[src/rtl/async_cpu_pkg.sv]
// Shared types for the asynchronous-CPU writeback path: register data/address
// types, the writeback handshake state and the buffered result entry.
package async_cpu_pkg;

  localparam int DATA_WIDTH_DEF = 16;
  localparam int ADDR_WIDTH_DEF = 4;

  typedef logic [DATA_WIDTH_DEF-1:0] data_t;
  typedef logic [ADDR_WIDTH_DEF-1:0] addr_t;

  typedef enum logic [1:0] {
    IDLE = 2'd0,
    REQ  = 2'd1,
    REL  = 2'd2
  } wb_state_e;

  typedef struct packed {
    logic  we;
    addr_t addr;
    data_t data;
  } wb_entry_t;

endpackage

[src/rtl/wb_fifo.sv]
// Synchronous result FIFO for the writeback stage; exposes per-slot valid bits
// and the raw slot contents so the top can compare against fetch addresses.
module wb_fifo
  import async_cpu_pkg::*;
#(
  parameter type entry_t = wb_entry_t,
  parameter int  Depth   = 4,
  localparam int PtrW    = $clog2(Depth),
  localparam int CntW    = PtrW + 1,
  localparam int EntryW  = $bits(entry_t)
) (
  input  logic                    clk,
  input  logic                    rst_n,
  input  logic                    push,
  input  entry_t                  push_entry,
  input  logic                    pop,
  output entry_t                  head,
  output logic                    full,
  output logic                    empty,
  output logic [CntW-1:0]         count,
  output logic [Depth-1:0]        entry_vld,
  output logic [Depth*EntryW-1:0] entries_flat
);

  entry_t          mem_q [Depth];
  entry_t          mem_d [Depth];
  logic [PtrW-1:0] wr_ptr_q, wr_ptr_d;
  logic [PtrW-1:0] rd_ptr_q, rd_ptr_d;
  logic [CntW-1:0] count_q, count_d;
  logic            full_q, full_d;
  logic            do_push, do_pop;
  logic [PtrW-1:0] offs;

  always_comb begin
    do_pop   = pop && (count_q != '0);
    // A push into a full FIFO is fine when the head leaves on the same edge.
    do_push  = push && (!full_q || do_pop);
    mem_d    = mem_q;
    wr_ptr_d = wr_ptr_q;
    rd_ptr_d = rd_ptr_q;
    count_d  = count_q;
    if (do_push) begin
      mem_d[wr_ptr_q] = push_entry;
      wr_ptr_d        = wr_ptr_q + PtrW'(1);
    end
    if (do_pop) begin
      rd_ptr_d = rd_ptr_q + PtrW'(1);
    end
    case ({do_push, do_pop})
      2'b10:   count_d = count_q + CntW'(1);
      2'b01:   count_d = count_q - CntW'(1);
      default: count_d = count_q;
    endcase
    full_d = (count_d == CntW'(Depth));
  end

  always_ff @(posedge clk or negedge rst_n) begin
    if (!rst_n) begin
      wr_ptr_q <= '0;
      rd_ptr_q <= '0;
      count_q  <= '0;
      full_q   <= 1'b0;
    end else begin
      wr_ptr_q <= wr_ptr_d;
      rd_ptr_q <= rd_ptr_d;
      count_q  <= count_d;
      full_q   <= full_d;
    end
  end

  always_ff @(posedge clk) begin
    mem_q <= mem_d;
  end

  assign head  = mem_q[rd_ptr_q];
  assign full  = full_q;
  assign empty = (count_q == '0);
  assign count = count_q;

  // Slot i is live when its distance from the read pointer is below the count.
  always_comb begin
    offs         = '0;
    entry_vld    = '0;
    entries_flat = '0;
    for (int i = 0; i < Depth; i++) begin
      offs         = PtrW'(i) - rd_ptr_q;
      entry_vld[i] = CntW'(offs) < count_q;
      entries_flat[i*EntryW +: EntryW] = mem_q[i];
    end
  end

endmodule

[src/rtl/rf_writeback.sv]
// Writeback stage: buffers execute results and drains them into the
// asynchronous register file over a 4-phase req/ack handshake.
// Define WB_HAZARD_EN to build the pending-write hazard comparators.
module rf_writeback
  import async_cpu_pkg::*;
#(
  parameter int DataWidth = 16,
  parameter int AddrWidth = 4,
  parameter int Depth     = 4
) (
  input  logic                   clk,
  input  logic                   rst_n,
  input  logic                   in_valid,
  output logic                   in_ready,
  input  logic                   in_we,
  input  logic [AddrWidth-1:0]   in_addr,
  input  logic [DataWidth-1:0]   in_data,
  output logic                   rf_req,
  input  logic                   rf_ack,
  output logic                   rf_we,
  output logic [AddrWidth-1:0]   rf_addr_w,
  output logic [DataWidth-1:0]   rf_data_in,
  output logic [$clog2(Depth):0] pending_count,
  output logic                   idle,
  input  logic [AddrWidth-1:0]   chk_addr1,
  input  logic [AddrWidth-1:0]   chk_addr2,
  output logic                   hazard1,
  output logic                   hazard2
);

  localparam int CntW   = $clog2(Depth) + 1;
  localparam int EntryW = 1 + AddrWidth + DataWidth;

  typedef struct packed {
    logic                 we;
    logic [AddrWidth-1:0] addr;
    logic [DataWidth-1:0] data;
  } entry_t;

  entry_t                  push_entry;
  entry_t                  head;
  logic                    full, empty, push, pop;
  logic [CntW-1:0]         count;
  logic [Depth-1:0]        entry_vld;
  logic [Depth*EntryW-1:0] entries_flat;

  wb_state_e               state_q, state_d;
  logic                    rf_req_q, rf_req_d;
  logic                    rf_we_q, rf_we_d;
  logic [AddrWidth-1:0]    rf_addr_q, rf_addr_d;
  logic [DataWidth-1:0]    rf_data_q, rf_data_d;

  assign push_entry = '{we: in_we, addr: in_addr, data: in_data};
  assign push       = in_valid && !full;

  wb_fifo #(
    .entry_t (entry_t),
    .Depth   (Depth)
  ) u_fifo (
    .clk          (clk),
    .rst_n        (rst_n),
    .push         (push),
    .push_entry   (push_entry),
    .pop          (pop),
    .head         (head),
    .full         (full),
    .empty        (empty),
    .count        (count),
    .entry_vld    (entry_vld),
    .entries_flat (entries_flat)
  );

  // The head stays queued until ack is seen, so queue + in-flight covers
  // every write the register file has not yet committed.
  always_comb begin
    state_d   = state_q;
    rf_req_d  = rf_req_q;
    rf_we_d   = rf_we_q;
    rf_addr_d = rf_addr_q;
    rf_data_d = rf_data_q;
    pop       = 1'b0;
    case (state_q)
      IDLE: begin
        if (!empty && !rf_ack) begin
          rf_req_d  = 1'b1;
          rf_we_d   = head.we;
          rf_addr_d = head.addr;
          rf_data_d = head.data;
          state_d   = REQ;
        end
      end
      REQ: begin
        if (rf_ack) begin
          rf_req_d = 1'b0;
          pop      = 1'b1;
          state_d  = REL;
        end
      end
      REL: begin
        if (!rf_ack) begin
          rf_we_d = 1'b0;
          state_d = IDLE;
        end
      end
      default: state_d = IDLE;
    endcase
  end

  always_ff @(posedge clk or negedge rst_n) begin
    if (!rst_n) begin
      state_q   <= IDLE;
      rf_req_q  <= 1'b0;
      rf_we_q   <= 1'b0;
      rf_addr_q <= '0;
      rf_data_q <= '0;
    end else begin
      state_q   <= state_d;
      rf_req_q  <= rf_req_d;
      rf_we_q   <= rf_we_d;
      rf_addr_q <= rf_addr_d;
      rf_data_q <= rf_data_d;
    end
  end

  assign in_ready      = !full;
  assign rf_req        = rf_req_q;
  assign rf_we         = rf_we_q;
  assign rf_addr_w     = rf_addr_q;
  assign rf_data_in    = rf_data_q;
  assign pending_count = count;
  assign idle          = empty && (state_q == IDLE) && !rf_ack;

`ifdef WB_HAZARD_EN
  entry_t slot [Depth];

  always_comb begin
    hazard1 = 1'b0;
    hazard2 = 1'b0;
    for (int i = 0; i < Depth; i++) begin
      slot[i] = entry_t'(entries_flat[i*EntryW +: EntryW]);
      if (entry_vld[i] && slot[i].we && (slot[i].addr == chk_addr1)) hazard1 = 1'b1;
      if (entry_vld[i] && slot[i].we && (slot[i].addr == chk_addr2)) hazard2 = 1'b1;
    end
  end
`else
  logic unused_hazard_inputs;
  assign unused_hazard_inputs = ^{chk_addr1, chk_addr2, entry_vld, entries_flat};
  assign hazard1 = 1'b0;
  assign hazard2 = 1'b0;
`endif

endmodule

[config.mk]
export PLATFORM = sky130hd
export DESIGN_NAME = rf_writeback
export DESIGN_NICKNAME = d
export VERILOG_FILES = /design/src/rtl/async_cpu_pkg.sv /design/src/rtl/wb_fifo.sv /design/src/rtl/rf_writeback.sv
export SDC_FILE = /design/constraint.sdc
export NUM_CORES = 1
export LEC_CHECK = 0
export CORE_MARGIN = 1
export CORE_UTILIZATION = 40
export DETAILED_ROUTE_END_ITERATION = 7
export HOLD_SLACK_MARGIN = 0.15
export SYNTH_ARGS = -nofsm -noshare
export SYNTH_HDL_FRONTEND = slang
export SYNTH_SLANG_ARGS = --single-unit
[constraint.sdc]
create_clock -name clk -period 2.5 [get_ports clk]
set_clock_uncertainty 0.1 [all_clocks]
set_input_delay 0.5 -clock clk [delete_from_list [all_inputs] [get_ports clk]]
set_output_delay 0.5 -clock clk [all_outputs]
set_load 0.01 [all_outputs]
; After elaboration in Yosys (flattened, before gate mapping)
; Index checks and enable logic that the tools add are counted.
[word_totals]
regBits = 116
input_bits = 33
output_inout_bits = 29
word_cells = 77
[classes]
n_addsub = 4
n_lt_le_gt_ge = 3
n_eq_ne = 8
muxes = 19
bitwise_logic = 2
reduce_logical = 20
[ops]
columns = cell, count
row1 = $bwmux 84, 1
row2 = $mux 21, 3
row3 = $bmux 21 s2, 1
row4 = $demux 21 s2, 1
row5 = $reduce_and 3->1, 3
row6 = $logic_and 1x1->1, 7
row7 = $ge 3x3->1 const B, 2
row8 = $mux 1, 6
row9 = $mux 2, 3
row10 = $ne 2x2->1 const B, 3
row11 = $not 2->3, 2
row12 = $pmux 2 s3, 1
row13 = $pmux 3 s2, 1
row14 = $add 2x1->2 const B, 2
row15 = $eq 2x1->1 const B, 2
row16 = $eq 2x2->1 const B, 2
row17 = $pmux 1 s2, 2
row18 = $reduce_bool 2->1, 2
row19 = $add 3x1->3 const B, 1
row20 = $eq 3x3->1 const B, 1
row21 = $logic_not 1->1, 3
row22 = $logic_not 3->1, 1
row23 = $lt 3x1->1 const B, 1
row24 = $reduce_bool 3->1, 1
row25 = 4 further kinds, 4

; Logic depth before layout (Yosys ltp)
[logic_depth]
depth_word = 8
ltp_mapped = 9
depth_no_buf = 8

; Cells and area by module
; Synthesis repeated with hierarchy kept, for this count alone.
[hier_totals]
hier_cells = 235
hier_area_um2 = 4672.0
[modules_own_cells]
columns = mod, n_inst, cells_each, area_each_um2, seq_area_each_um2
row1 = wb_fifo, 1, 169, 3678.5, 2722.6
row2 = rf_writeback, 1, 66, 993.5, 600.6

; Least setup slack after synthesis
; OpenSTA, ideal clock, no wires.
[synth_timing]
path_kind = input -> register
from = input rf_ack
to = register u_fifo.full_q, in the netlist u_fifo.full
setup_ns = 0.094
t_arrival_ns = 2.071
t_required_ns = 2.306
path_slack_ns = 0.235
cell_stages = 8
n_path_buf = 0
path_cell_list = nand3b_1 -> nor2b_1 -> ha_1 -> inv_1 -> fa_1 -> xor2_1 -> or3_1 -> a211oi_1
[synth_via]
elab_chain_len = 8
word_cells_on_any_way = 9
cone_classes = eq/ne: 3 / mux: 3 / reduce/logical: 3
[synth_rtl]
columns = item, line_no
row1 = "start, declared", rf_writeback.sv:19  ; input logic rf_ack,
row2 = $mux 1 (*), rf_writeback.sv:93  ; if (rf_ack) begin
row3 = $mux 1 (*), rf_writeback.sv:82  ; case (state_q)
row4 = $logic_and 1x1->1 (*), wb_fifo.sv:35  ; do_pop = pop && (count_q != '0);
row5 = named net u_fifo.do_pop, wb_fifo.sv:31  ; logic do_push, do_pop;
row6 = $logic_or 1x1->1, wb_fifo.sv:37  ; do_push = push && (!full_q || do_pop);
row7 = $logic_and 1x1->1, wb_fifo.sv:37
row8 = $eq 2x1->1 / $eq 2x2->1 (equally long branches), wb_fifo.sv:49  ; case ({do_push, do_pop})
row9 = $pmux 3 s2 (*), wb_fifo.sv:49
row10 = $eq 3x3->1 (*), wb_fifo.sv:54  ; full_d = (count_d == CntW'(Depth));
row11 = named net u_fifo.full_d, wb_fifo.sv:30  ; logic full_q, full_d;
row12 = "end signal, assigned", wb_fifo.sv:67  ; full_q <= full_d;
row13 = "end, declared", wb_fifo.sv:30
; Mark *: on every way through the listed nets, which the timed path passes. The rest lies on a longest branch.
; A chain may end at the register's enable or synchronous reset.

; Final worst setup path
[layout_timing]
from = register u_fifo.count_q[0], in the netlist u_fifo.count[0]
to = register u_fifo.full_q, in the netlist u_fifo.full
[layout_via]
elab_chain_len = 7
word_cells_on_any_way = 10
cone_classes = add/sub: 2 / eq/ne: 3 / mux: 1 / reduce/logical: 4
[layout_rtl]
columns = item, line_no
row1 = "start, declared", wb_fifo.sv:29  ; logic [CntW-1:0] count_q, count_d;
row2 = "start signal, assigned", wb_fifo.sv:66  ; count_q <= count_d;
row3 = $reduce_bool 3->1 (*), wb_fifo.sv:35
row4 = $logic_and 1x1->1 (*), wb_fifo.sv:35
row5 = named net u_fifo.do_pop, wb_fifo.sv:31
row6 = $logic_or 1x1->1, wb_fifo.sv:37
row7 = $logic_and 1x1->1, wb_fifo.sv:37
row8 = $eq 2x1->1 / $eq 2x2->1 (equally long branches), wb_fifo.sv:49
row9 = $pmux 3 s2 (*), wb_fifo.sv:49
row10 = $eq 3x3->1 (*), wb_fifo.sv:54
row11 = named net u_fifo.full_d, wb_fifo.sv:30
; Marked as above.

==> metrics.md <==
| Metric | Value |
|---|---|
| P_leak | 2.16 nW |
| Tcrit/Tclk final | 92.7% |
| Initial DRC Count | 69 |
| Sequential share of power | 38.3% |
| Row cnt | 38 |
| Drt total wl | 7.27 mm |
| Comb power frac | 29.2% |
| Congestion Overflow GR | 0 |
| CTS tree | built |
| Critical Path RT | 2.81 ns |
| Worst-path clk slew | 0.05 ns |
| Final net count | 332 |
| Setup Crit Path Kind | flip-flop to flip-flop |
| Post-CTS Setup Repair Bufs | 0 |
| Proportion of layout cells with a drive suffix above 1 | 29.1% |
| CTS sink count | 116 |
| PD cells | 1260 nW/um^2 |
| DP HPWL | 4.48 mm |
| Post-Place Cells | 413 |
| Status | finished clean |
| First-pass GRT wire length | 11.4 mm |
| Die Wd | 107 um |
| First-pass DRT Iterations | 4 |
| P&R area growth vs syn | 31.4% |
| H-Tree Depth | 4 |
| Hold Crit Class | flip-flop to flip-flop |
| Headroom to the max-slew limit | 47.1% |
| Via-per-instance ratio | 4.77 |
| Max-slew violation count | 0 |
| Max FO, Critical Path | 4 |
| Count of cell types in the netlist | 29 |
| Initial Util | 41.0% |
| Routed length per placed instance | 16.3 um |
| P_int | 5.49 mW |
| DRC | 0 |
| Antenna violations before repair | 0 |
| Post-synth top area cell | edfxtp_1 |
| GR Util All Layers | 14.3% |
| Worst setup SP type | flip-flop |
| Fin worst setup slack | 0.183 ns |
| Max frequency | 0.432 GHz |
| Area after DPL | 5240 um^2 |
| Largest net degree at the start of global routing | 33 |
| Endpoints failing setup | 0 |
| CTS root buffer | clkbuf_8 |
| Post-layout min period | 2.32 ns |
| Number of CTS-inserted buffers | 17 |
| Post-route cell area | 5850 um^2 |
| Synth top area share | 56.7% |
| RSZ-0062 raised after global routing | no |
| DIE AREA | 11,500 um^2 |
| Hold Fails Final Rpt | 0 |
| Core area | 10,800 um^2 |
| Crit path arrival time | 2.63 ns |
| Worst hold margin | 0.374 ns |
| Vias in the first global route | 2,157 |
| Clock Latency Late Sink | 0.51 ns |
| GP Congestion | 0.696 |
| Clock Tree Buf Depth | 2 |
| Crit end category | flip-flop |
| Ports | 62 |
| Total Power | 7.39 mW |
| Synth Instances | 214 |
| Worst vdd ir | 0.000573 V |
| Post-Layout Cell Count | 446 |
| Synth Register Bits | 116 |
| Main area contributors after synthesis | edfxtp_1 (57%), dfrtp_1 (18%), mux4_2 (9.6%), mux2_2 (5.3%), ha_1 (1.4%) |
| Worst Tran Pin Value | 0.794 ns |
| Fill count | 875 |
| Clock power frac | 32.4% |
| Syn Area/Cell | 20.8 um^2 |
| DRT antenna net count | 0 |
| Via Count | 2,128 |
| I/O Buffers | 51 |
| Pre-CTS setup slack | -0.315 ns |
| N_diodes | 0 |
| Net Sw Frac | 25.7% |
| Core Util, Final | 53.9% |
| Sequential-to-total area share from yosys stat | 74.7% |
| Synth warnings | 0 |
| Synthesized cell area | 4450 um^2 |
| Die height | 107 um |
| Switching Power | 1.90 mW |
| Setup TNS | 0 ns |
| Max Cap Violations | 0 |
-- repair_timing --
item,4_1_cts,5_1_grt
hold buffers,1,0
endpoints found under the setup margin,1,2
resized for setup,1,4
hold endpoints to repair,32,0
-- flip-flops by register name, indices dropped and copies added, names as in the netlist --
| signal | flops |
|---|---|
| rf_req | 1 |
| rf_we | 1 |
| u_fifo.rd_ptr_q | 2 |
| rf_data_in | 16 |
| state_q | 2 |
| u_fifo.count | 3 |
| u_fifo.wr_ptr_q | 2 |
| u_fifo.entries_flat | 84 |
| rf_addr_w | 4 |
| u_fifo.full | 1 |
-- path summary, 6_finish.rpt --
path	startpoint	to	slack (ns)	cells past startpoint
max	u_fifo.count[0]$_DFF_PN0_	u_fifo.full$_DFF_PN0_	0.18	8
min	rf_req$_DFFE_PN0P_	rf_req$_DFFE_PN0P_	0.37	2
max reg2reg	u_fifo.count[0]$_DFF_PN0_	u_fifo.full$_DFF_PN0_	0.18	8
min reg2reg	rf_req$_DFFE_PN0P_	rf_req$_DFFE_PN0P_	0.37	2
max in group asynchronous	rst_n	rf_data_in[15]$_DFFE_PN0P_	1.28	2
min in group asynchronous	rst_n	u_fifo.full$_DFF_PN0_	0.52	2
-- placed cells by master, fill, tap and decap left out, types with 3 or more instances in the layout --
cell type	count
buf_4	11
and2_1	5
inv_1	8
clkbuf_16	16
xnor2_1	3
mux2_2	21
xor2_1	3
edfxtp_1	84
mux4_2	19
bufinv_16	4
clkdlybuf4s50_1	49
clkinv_2	5
buf_12	5
ha_1	5
dfrtp_1	32
nand2_1	6
-- power by group through the flow --
stage,combinational [mW],sequential [mW],clock (mW)
2_1_floorplan,1.23,2.94,0
5_1_grt,2.35,2.89,2.52
4_1_cts,2.21,2.84,2.45
6_report,2.16,2.83,2.40
3_3_place_gp,2.18,2.86,0
3_5_place_dp,2.20,2.88,0
-- per-layer routing --
metal	wire length, um	up-vias	track usage, %
met3	356	8	6.11
met4	118	0	6.65
met2	3760	48	22.7
li1	-	990	-
met5	0	-	0
met1	3040	1082	16.9
-- critical path: stages (launching register included) --
cell	delay, ns
dfrtp_1	0.42
or3_4	0.43
nor2b_2	0.18
ha_1	0.20
inv_1	0.07
fa_1	0.18
xor2_1	0.08
or3_1	0.34
a211oi_1	0.24
-- cells by family after synthesis --
logic type / after synthesis / share of synthesized area, %
xor+xnor: 6 / 1.18
other cells: 1 / 0.0843
flops: 116 / 74.7
fa+ha+maj: 6 / 1.86
buf+inv: 17 / 2.28
simple gates: 21 / 2.98
mux: 43 / 16.3
compound gates: 4 / 0.563
-- cells in the mapped netlist, drive strengths merged --
| library cell | count |
|---|---|
| a211oi | 1 |
| a21boi | 1 |
| and2 | 5 |
| buf | 7 |
| clkbuf | 2 |
| conb | 1 |
| dfrtp | 32 |
| edfxtp | 84 |
| fa | 1 |
| ha | 5 |
| inv | 8 |
| mux2 | 21 |
| mux2i | 1 |
| mux4 | 21 |
| nand2 | 6 |
| nand3b | 2 |
| nor2 | 2 |
| nor2b | 2 |
| nor3b | 1 |
| nor4 | 1 |
| o21ai | 2 |
| or3 | 2 |
| xnor2 | 3 |
| xor2 | 3 |
-- layout make-up --
| cell class | count | area [um^2] | share of cell area [%] |
|---|---|---|---|
| inverters | 8 | 30.0 | 0.514 |
| multi-input cells | 82 | 1030 | 17.6 |
| well taps | 140 | 175 | 3.00 |
| repair buffers | 68 | 693 | 11.9 |
| clock buffers | 20 | 435 | 7.45 |
| flip-flops and latches | 116 | 3320 | 56.8 |
| clock inverters | 12 | 160 | 2.74 |
(Power assumes the default switching activity.)
